$ cat config.mk
export PLATFORM = sky130hd
export DESIGN_NAME = inst_fetch_resp_flat
export DESIGN_NICKNAME = d
export VERILOG_FILES = /design/src/rtl/inst_fetch_resp_pkg.sv /design/src/rtl/inst_fetch_resp_if.sv /design/src/rtl/inst_fetch_resp_buf_reg.sv /design/src/rtl/inst_fetch_resp.sv /design/src/flat_wrapper.sv
export SDC_FILE = /design/constraint.sdc
export NUM_CORES = 1
export LEC_CHECK = 0
export ABC_CLOCK_PERIOD_IN_PS = 1700
export BUFFER_PORTS_ARGS = -buffer_cell sky130_fd_sc_hd__buf_4
export CORE_MARGIN = 1
export CORE_UTILIZATION = 45
export CTS_CLUSTER_SIZE = 20
export DETAILED_ROUTE_END_ITERATION = 12
export GPL_TIMING_DRIVEN = 0
export PLACE_DENSITY = 0.73
export SYNTH_ARGS = -nofsm -noshare
export SYNTH_HDL_FRONTEND = slang
export SYNTH_SLANG_ARGS = --single-unit
$ cat constraint.sdc
create_clock -name clk -period 1.7 [get_ports clk]
set_input_delay 0.085 -clock clk [delete_from_list [all_inputs] [get_ports clk]]
set_output_delay 0.085 -clock clk [all_outputs]
set_load 0.1 [all_outputs]
$ cat src/rtl/inst_fetch_resp_pkg.sv
// Shared definitions for the instruction-fetch response block:
// state encodings, bus widths, chip-enable levels and the default NOP word.
package inst_fetch_resp_pkg;

  localparam int InstAddrBus = 32;
  localparam int InstBus     = 32;

  localparam logic ChipEnable  = 1'b1;
  localparam logic ChipDisable = 1'b0;

  localparam logic [InstBus-1:0] NopInstDefault = 32'h0000_0000;

  typedef enum logic {
    IFR_IDLE = 1'b0,
    IFR_WAIT = 1'b1
  } ifr_state_e;

  function automatic logic word_aligned(input logic [1:0] addr_lo);
    return addr_lo == 2'b00;
  endfunction

endpackage

$ cat src/rtl/inst_fetch_resp_if.sv
// PC-stage / IF-ID / instruction-memory signal bundle for inst_fetch_resp.
// slave = the fetch block's view, master = the environment's view.
interface inst_fetch_resp_if;
  import inst_fetch_resp_pkg::*;

  logic                   ce_i;
  logic [InstAddrBus-1:0] pc_i;
  logic [InstBus-1:0]     inst_o;
  logic                   stallreq_o;
  logic                   fetch_err_o;
  logic                   mem_req_o;
  logic [InstAddrBus-1:0] mem_addr_o;
  logic                   mem_ack_i;
  logic [InstBus-1:0]     mem_rdata_i;

  modport slave (
    input  ce_i, pc_i, mem_ack_i, mem_rdata_i,
    output inst_o, stallreq_o, fetch_err_o, mem_req_o, mem_addr_o
  );

  modport master (
    output ce_i, pc_i, mem_ack_i, mem_rdata_i,
    input  inst_o, stallreq_o, fetch_err_o, mem_req_o, mem_addr_o
  );

endinterface

$ cat src/rtl/inst_fetch_resp_buf_reg.sv
// One-entry instruction buffer (valid/tag/data) with its hit compare.
// The entry is only ever overwritten by a fill; only reset invalidates it.
module inst_buf_reg
  import inst_fetch_resp_pkg::*;
#(
  parameter logic [InstBus-1:0] NOP_INST = NopInstDefault
) (
  input  logic                   clk,
  input  logic                   rst,
  input  logic                   fill,
  input  logic [InstAddrBus-1:0] fill_tag,
  input  logic [InstBus-1:0]     fill_data,
  input  logic                   ce,
  input  logic [InstAddrBus-1:0] pc,
  output logic                   hit,
  output logic [InstBus-1:0]     data
);

  logic                   buf_valid;
  logic [InstAddrBus-1:0] buf_tag;
  logic [InstBus-1:0]     buf_data;

  always_ff @(posedge clk) begin
    if (rst) begin
      buf_valid <= 1'b0;
      buf_tag   <= '0;
      buf_data  <= NOP_INST;
    end else if (fill) begin
      buf_valid <= 1'b1;
      buf_tag   <= fill_tag;
      buf_data  <= fill_data;
    end
  end

  assign hit  = (ce != ChipDisable) && buf_valid && (buf_tag == pc);
  assign data = buf_data;

endmodule

$ cat src/rtl/inst_fetch_resp.sv
// Instruction-fetch response: one-entry buffer in front of a req/ack instruction memory.
// Optional wait timeout is compiled in with `define IFR_TIMEOUT_EN.
//
// state    | meaning
// IFR_IDLE | no bus transaction; serve hits, issue a request on a miss
// IFR_WAIT | request outstanding at req_addr; wait for ack (or timeout)
module inst_fetch_resp
  import inst_fetch_resp_pkg::*;
#(
  parameter int                 TIMEOUT_CYCLES = 16,
  parameter logic [InstBus-1:0] NOP_INST       = NopInstDefault
) (
  input  logic               clk,
  input  logic               rst,
  inst_fetch_resp_if.slave   bus
);

  if (TIMEOUT_CYCLES < 1) begin : g_bad_timeout
    $error("inst_fetch_resp: TIMEOUT_CYCLES must be at least 1");
  end

  ifr_state_e             state, state_nx;
  logic [InstAddrBus-1:0] req_addr;
  logic                   hit, miss, aligned, timeout;
  logic                   fill, mem_req, fetch_err;
  logic [InstAddrBus-1:0] mem_addr;
  logic [InstBus-1:0]     fill_data, buf_data;

  assign aligned = word_aligned(bus.pc_i[1:0]);
  assign miss    = (bus.ce_i == ChipEnable) && aligned && !hit;

`ifdef IFR_TIMEOUT_EN
  localparam int CntW = $clog2(TIMEOUT_CYCLES + 1);
  logic [CntW-1:0] to_cnt;

  // Held at zero in IDLE so every WAIT episode starts counting from zero.
  always_ff @(posedge clk) begin
    if (rst || state == IFR_IDLE) to_cnt <= '0;
    else if (!bus.mem_ack_i)      to_cnt <= to_cnt + 1'b1;
  end

  assign timeout = (state == IFR_WAIT) && !bus.mem_ack_i &&
                   (to_cnt == CntW'(TIMEOUT_CYCLES - 1));
`else
  assign timeout = 1'b0;
`endif

  always_ff @(posedge clk) begin
    if (rst) begin
      state    <= IFR_IDLE;
      req_addr <= '0;
    end else begin
      state <= state_nx;
      if (state == IFR_IDLE && miss) req_addr <= bus.pc_i;
    end
  end

  always_comb begin
    state_nx  = state;
    mem_req   = 1'b0;
    mem_addr  = bus.pc_i;
    fill      = 1'b0;
    fill_data = bus.mem_rdata_i;
    fetch_err = 1'b0;
    case (state)
      IFR_IDLE: begin
        fetch_err = (bus.ce_i == ChipEnable) && !aligned;
        if (miss) begin
          mem_req  = 1'b1;
          state_nx = IFR_WAIT;
        end
      end
      IFR_WAIT: begin
        mem_req  = 1'b1;
        mem_addr = req_addr;
        if (bus.mem_ack_i) begin
          fill     = 1'b1;
          state_nx = IFR_IDLE;
        end else if (timeout) begin
          // Park a NOP under the stuck address so the pipeline can move on.
          fill      = 1'b1;
          fill_data = NOP_INST;
          fetch_err = 1'b1;
          state_nx  = IFR_IDLE;
        end
      end
    endcase
    if (rst) begin
      mem_req   = 1'b0;
      fetch_err = 1'b0;
      fill      = 1'b0;
    end
  end

  inst_buf_reg #(.NOP_INST(NOP_INST)) u_buf (
    .clk       (clk),
    .rst       (rst),
    .fill      (fill),
    .fill_tag  (req_addr),
    .fill_data (fill_data),
    .ce        (bus.ce_i),
    .pc        (bus.pc_i),
    .hit       (hit),
    .data      (buf_data)
  );

  assign bus.stallreq_o  = (miss || state == IFR_WAIT) && (bus.ce_i == ChipEnable);
  assign bus.inst_o      = hit ? buf_data : NOP_INST;
  assign bus.fetch_err_o = fetch_err;
  assign bus.mem_req_o   = mem_req;
  assign bus.mem_addr_o  = mem_addr;

endmodule
$ cat src/flat_wrapper.sv
// flat-port wrapper written by rule: the top's interface ports become plain ports
module inst_fetch_resp_flat import inst_fetch_resp_pkg::*;
#(
  parameter int                 TIMEOUT_CYCLES = 16,
  parameter logic [InstBus-1:0] NOP_INST       = NopInstDefault
)
  (clk, rst, bus_ce_i, bus_pc_i, bus_mem_ack_i, bus_mem_rdata_i, bus_inst_o, bus_stallreq_o, bus_fetch_err_o, bus_mem_req_o, bus_mem_addr_o);
  inst_fetch_resp_if bus_i ();
  input  logic clk;
  input  logic rst;
  input wire logic [$bits(bus_i.ce_i)-1:0] bus_ce_i;
  input wire logic [$bits(bus_i.pc_i)-1:0] bus_pc_i;
  input wire logic [$bits(bus_i.mem_ack_i)-1:0] bus_mem_ack_i;
  input wire logic [$bits(bus_i.mem_rdata_i)-1:0] bus_mem_rdata_i;
  output wire logic [$bits(bus_i.inst_o)-1:0] bus_inst_o;
  output wire logic [$bits(bus_i.stallreq_o)-1:0] bus_stallreq_o;
  output wire logic [$bits(bus_i.fetch_err_o)-1:0] bus_fetch_err_o;
  output wire logic [$bits(bus_i.mem_req_o)-1:0] bus_mem_req_o;
  output wire logic [$bits(bus_i.mem_addr_o)-1:0] bus_mem_addr_o;
  assign bus_i.ce_i = bus_ce_i;
  assign bus_i.pc_i = bus_pc_i;
  assign bus_i.mem_ack_i = bus_mem_ack_i;
  assign bus_i.mem_rdata_i = bus_mem_rdata_i;
  assign bus_inst_o = bus_i.inst_o;
  assign bus_stallreq_o = bus_i.stallreq_o;
  assign bus_fetch_err_o = bus_i.fetch_err_o;
  assign bus_mem_req_o = bus_i.mem_req_o;
  assign bus_mem_addr_o = bus_i.mem_addr_o;
  inst_fetch_resp #(.TIMEOUT_CYCLES(TIMEOUT_CYCLES), .NOP_INST(NOP_INST)) u_core (.clk(clk), .rst(rst), .bus(bus_i));
endmodule
==> flow_summary.yaml <==
status:
  status: "finished, violations left"
  violations: "setup timing"
sta:
  setup_slack_ns: -0.748
  max_freq_mhz: 408
  rsz0062_at_grt: "true"
  period_needed_ns: 2.45
  fin_skew_ns: 0.0135
  tightestPinTransition_ns: 0.542
  relSlewSlack: 0.638
  hold_viol: 0
  slew_viol_final: 0
  period_share: 1.44
  setup_viol: 96
critical_path:
  r2r-end: "u_core.req_addr[2]"
  cp-start-kind: "register"
  path_class: "register to output pin"
  rrSetupSlack_ns: -0.55
  cp.arrival_ns: 2.36
  crit_path_max_fanout: 6
  rr_startpoint: "u_core.u_buf.buf_tag[11]"
  startpoint: "u_core.u_buf.buf_tag[11]"
  end_kind: "output pin"
  required_ns: 1.62
  worst-r2r-cell-count: 11
global_routing:
  grt_pass1_wl_um: 23600
  grt_overflow_total: 0
  track_usage: 0.278
  grt_start_max_net_pins: 17
  grt_pass1_vias: 4670
  antenna_found_initial: 1
floorplanning:
  dieWidth_um: 104
  placementRows: 36
  coreArea_um2: 9860
  io_pins: 135
  start_util: 0.471
  die_y_um: 104
  die-area_um2: 10700
clock_tree:
  clock_path_buffers: 2
  cts_sinks: 98
  htree_num_levels: 3
  clk-insertion-delay-late_ns: 0.37
  cts_tree: "built"
  root_buffer: "clkbuf_8"
  numCtsBuffers: 9
  clkTransAtPathRegs_ns: 0.10
place:
  dp.cells: 807
  dp_hpwl_um: 8820
  io_buffers: 133
  place_congestion: 0.791
power:
  clockPowerShare: 0.300
  seq_power_share: 0.462
  swShare: 0.317
  power_density_nw_per_um2: 682
  p_int_uw: 3500
  p_sw_uw: 1620
  pwr-share-comb: 0.238
  irDropWorstVdd_mv: 0.509
  p_leak_uw: 0.00296
  power.total_uw: 5120
drt:
  ant_nets: 0
  wl_um: 15200
  remaining_drc_errors: 0
  drtIter0Drc: 231
  drtPass1Iterations: 5
  drt-wirelength-per-cell_um: 17.2
  vias: 4611
  viasPerCell: 5.23
layout:
  nets: 811
  layout-drive-gt1-share: 0.365
  finalNonFillerCells: 882
  area_growth_pct: 61.7
logic_synthesis:
  ys_types: 27
  synth_top_family_by_area: "simple AND/OR/NAND/NOR gates"
  synth-adder-area-share: 0
  yosysSeqAreaShare: 0.423
  syn_area_per_cell_um2: 8.58
  syn-cell-area_um2: 4640
  synth_nets: 609
  ys.warnings.count: 0
  yosys.area_share.simple: 0.264
  ys_seq_elements: 98
  yosys.area_share.xor_xnor: 0.0604
  syn_inst: 541
  synth_compound_gate_area_share: 0.0749
  synthMuxAreaShare: 0.142
hold_path:
  min_path_type: "input port to register"
  min_from: "bus_pc_i[6]"
  holdPathStages: 3
  hold_end: "u_core.req_addr[6]"
job:
  maxCapViolCount: 0
## power by group through the flow
stage	Sequential [µW]	Clock, µW	Combinational [µW]
final	2370	1530	1220
after global routing	2370	1620	1260
after CTS	2360	1530	1190
after detailed placement	2410	0	984
after global placement	2410	0	973
after floorplan	2410	0	683
## how the worst max path moves through the flow
| stage | end | slack, ns | cells after the start |
|---|---|---|---|
| 2_1_floorplan | bus_inst_o[10] | -0.19 | 6 |
| 6_report | bus_mem_req_o | -0.75 | 8 |
| 5_1_grt | bus_mem_req_o | -0.82 | 8 |
| 3_5_place_dp | bus_inst_o[13] | -0.73 | 7 |
| 3_3_place_gp | bus_inst_o[12] | -0.70 | 7 |
| 4_1_cts | bus_mem_req_o | -0.86 | 8 |
## metrics by stage
step                      setup WS, ns  hold slack (ns)  setup TNS (ns)  utilization  cell area (µm²)
final                           -0.748          0.00304          -37.93        0.761             7510
after global placement          -0.697            0.337          -65.73        0.599             5910
after detailed placement        -0.733            0.341          -70.97        0.599             5910
after global routing            -0.818           0.0179          -43.89        0.761             7510
after floorplan                 -0.195            0.221           -8.83            -             4750
after CTS                       -0.862         0.000629          -44.21        0.749             7390
## flip-flops by register name, summed over array words and instances, names as in the netlist
| signal | count |
|---|---|
| u_core.u_buf.data | 32 |
| u_core.state | 1 |
| u_core.req_addr | 32 |
| u_core.u_buf.buf_valid | 1 |
| u_core.u_buf.buf_tag | 32 |
## synth_stat cells
cell type | n | share of area
nand3_1 | 1 | 0.0011
xnor2_1 | 4 | 0.0075
buf_6 | 3 | 0.0073
nand2b_1 | 60 | 0.081
nor4_2 | 1 | 0.0027
nand2_1 | 130 | 0.11
xor2_1 | 28 | 0.053
buf_2 | 2 | 0.0022
nor4_4 | 1 | 0.0046
buf_1 | 6 | 0.0049
dfxtp_1 | 98 | 0.42
or2b_1 | 1 | 0.0016
and2_2 | 2 | 0.0032
nor2_1 | 3 | 0.0024
and3b_2 | 1 | 0.0022
nor3b_1 | 2 | 0.0032
nor3_1 | 2 | 0.0022
clkbuf_1 | 26 | 0.021
mux2i_1 | 30 | 0.065
o21ba_2 | 2 | 0.0043
and2_1 | 31 | 0.042
o21a_1 | 1 | 0.0016
nand4_1 | 2 | 0.0027
a21oi_1 | 64 | 0.069
mux2_2 | 32 | 0.078
nor4_1 | 7 | 0.0094
nor2b_1 | 1 | 0.0013
## critical path, stage by stage (launching register included)
cell and delay, ns:
dfxtp_2 0.34, xor2_1 0.18, nor4_4 0.31, nand2_2 0.10
nor4_4 0.29, buf_6 0.17, and3b_2 0.21, o21ba_4 0.23
buf_12 0.16
## routing by layer
| metal | global-route usage | share of wire | vias to the layer above |
|---|---|---|---|
| met5 | 0 | 0 | - |
| met4 | 0.149 | 0.045 | 0 |
| met3 | 0.0510 | 0.059 | 53 |
| met2 | 0.466 | 0.49 | 194 |
| met1 | 0.337 | 0.41 | 2196 |
| li1 | - | - | 2168 |
## cells by family (layout without fill, tap and decap cells)
family                 after synthesis  in the layout
flip-flops                          98             98
AO/OA/AOI/OAI                       67             67
other                                0              1
multiplexers                        62             62
XOR/XNOR                            32             32
AND/OR/NAND/NOR                    245            245
buffers and inverters               37            244
## timing repair
action	4_1_cts	5_1_grt
buffers inserted	14	3
hold endpoints to repair	39	0
gates resized for setup	186	27
setup endpoints to repair	163	155
cloned	4	0
hold buffers	39	0
pin swaps	4	11
## cells in the final DEF (no fill, tap or decap), types with 4 or more instances in the layout
master	n
clkbuf_1	20
dfxtp_2	6
dlygate4sd3_1	39
nand2_1	128
clkbuf_8	10
nand2b_1	60
xor2_1	26
dfxtp_1	92
a21oi_1	64
buf_12	45
mux2i_1	30
mux2_2	25
mux2_4	7
xnor2_1	4
clkbuf_2	5
buf_6	31
buf_4	79
and2_4	30
buf_8	5
nor4_2	4
## final cells by class
type / count / area (µm²)
tap: 133 / 166
buffer: 37 / 262
clock buffer: 9 / 124
antenna: 1 / 2.50
timing repair buffer: 191 / 2200
sequential: 98 / 1970
clock inverter: 7 / 68.8
fill: 627 / 2360
multi-input combinational: 406 / 2720
No activity file was read; power rests on OpenSTA's default activity.
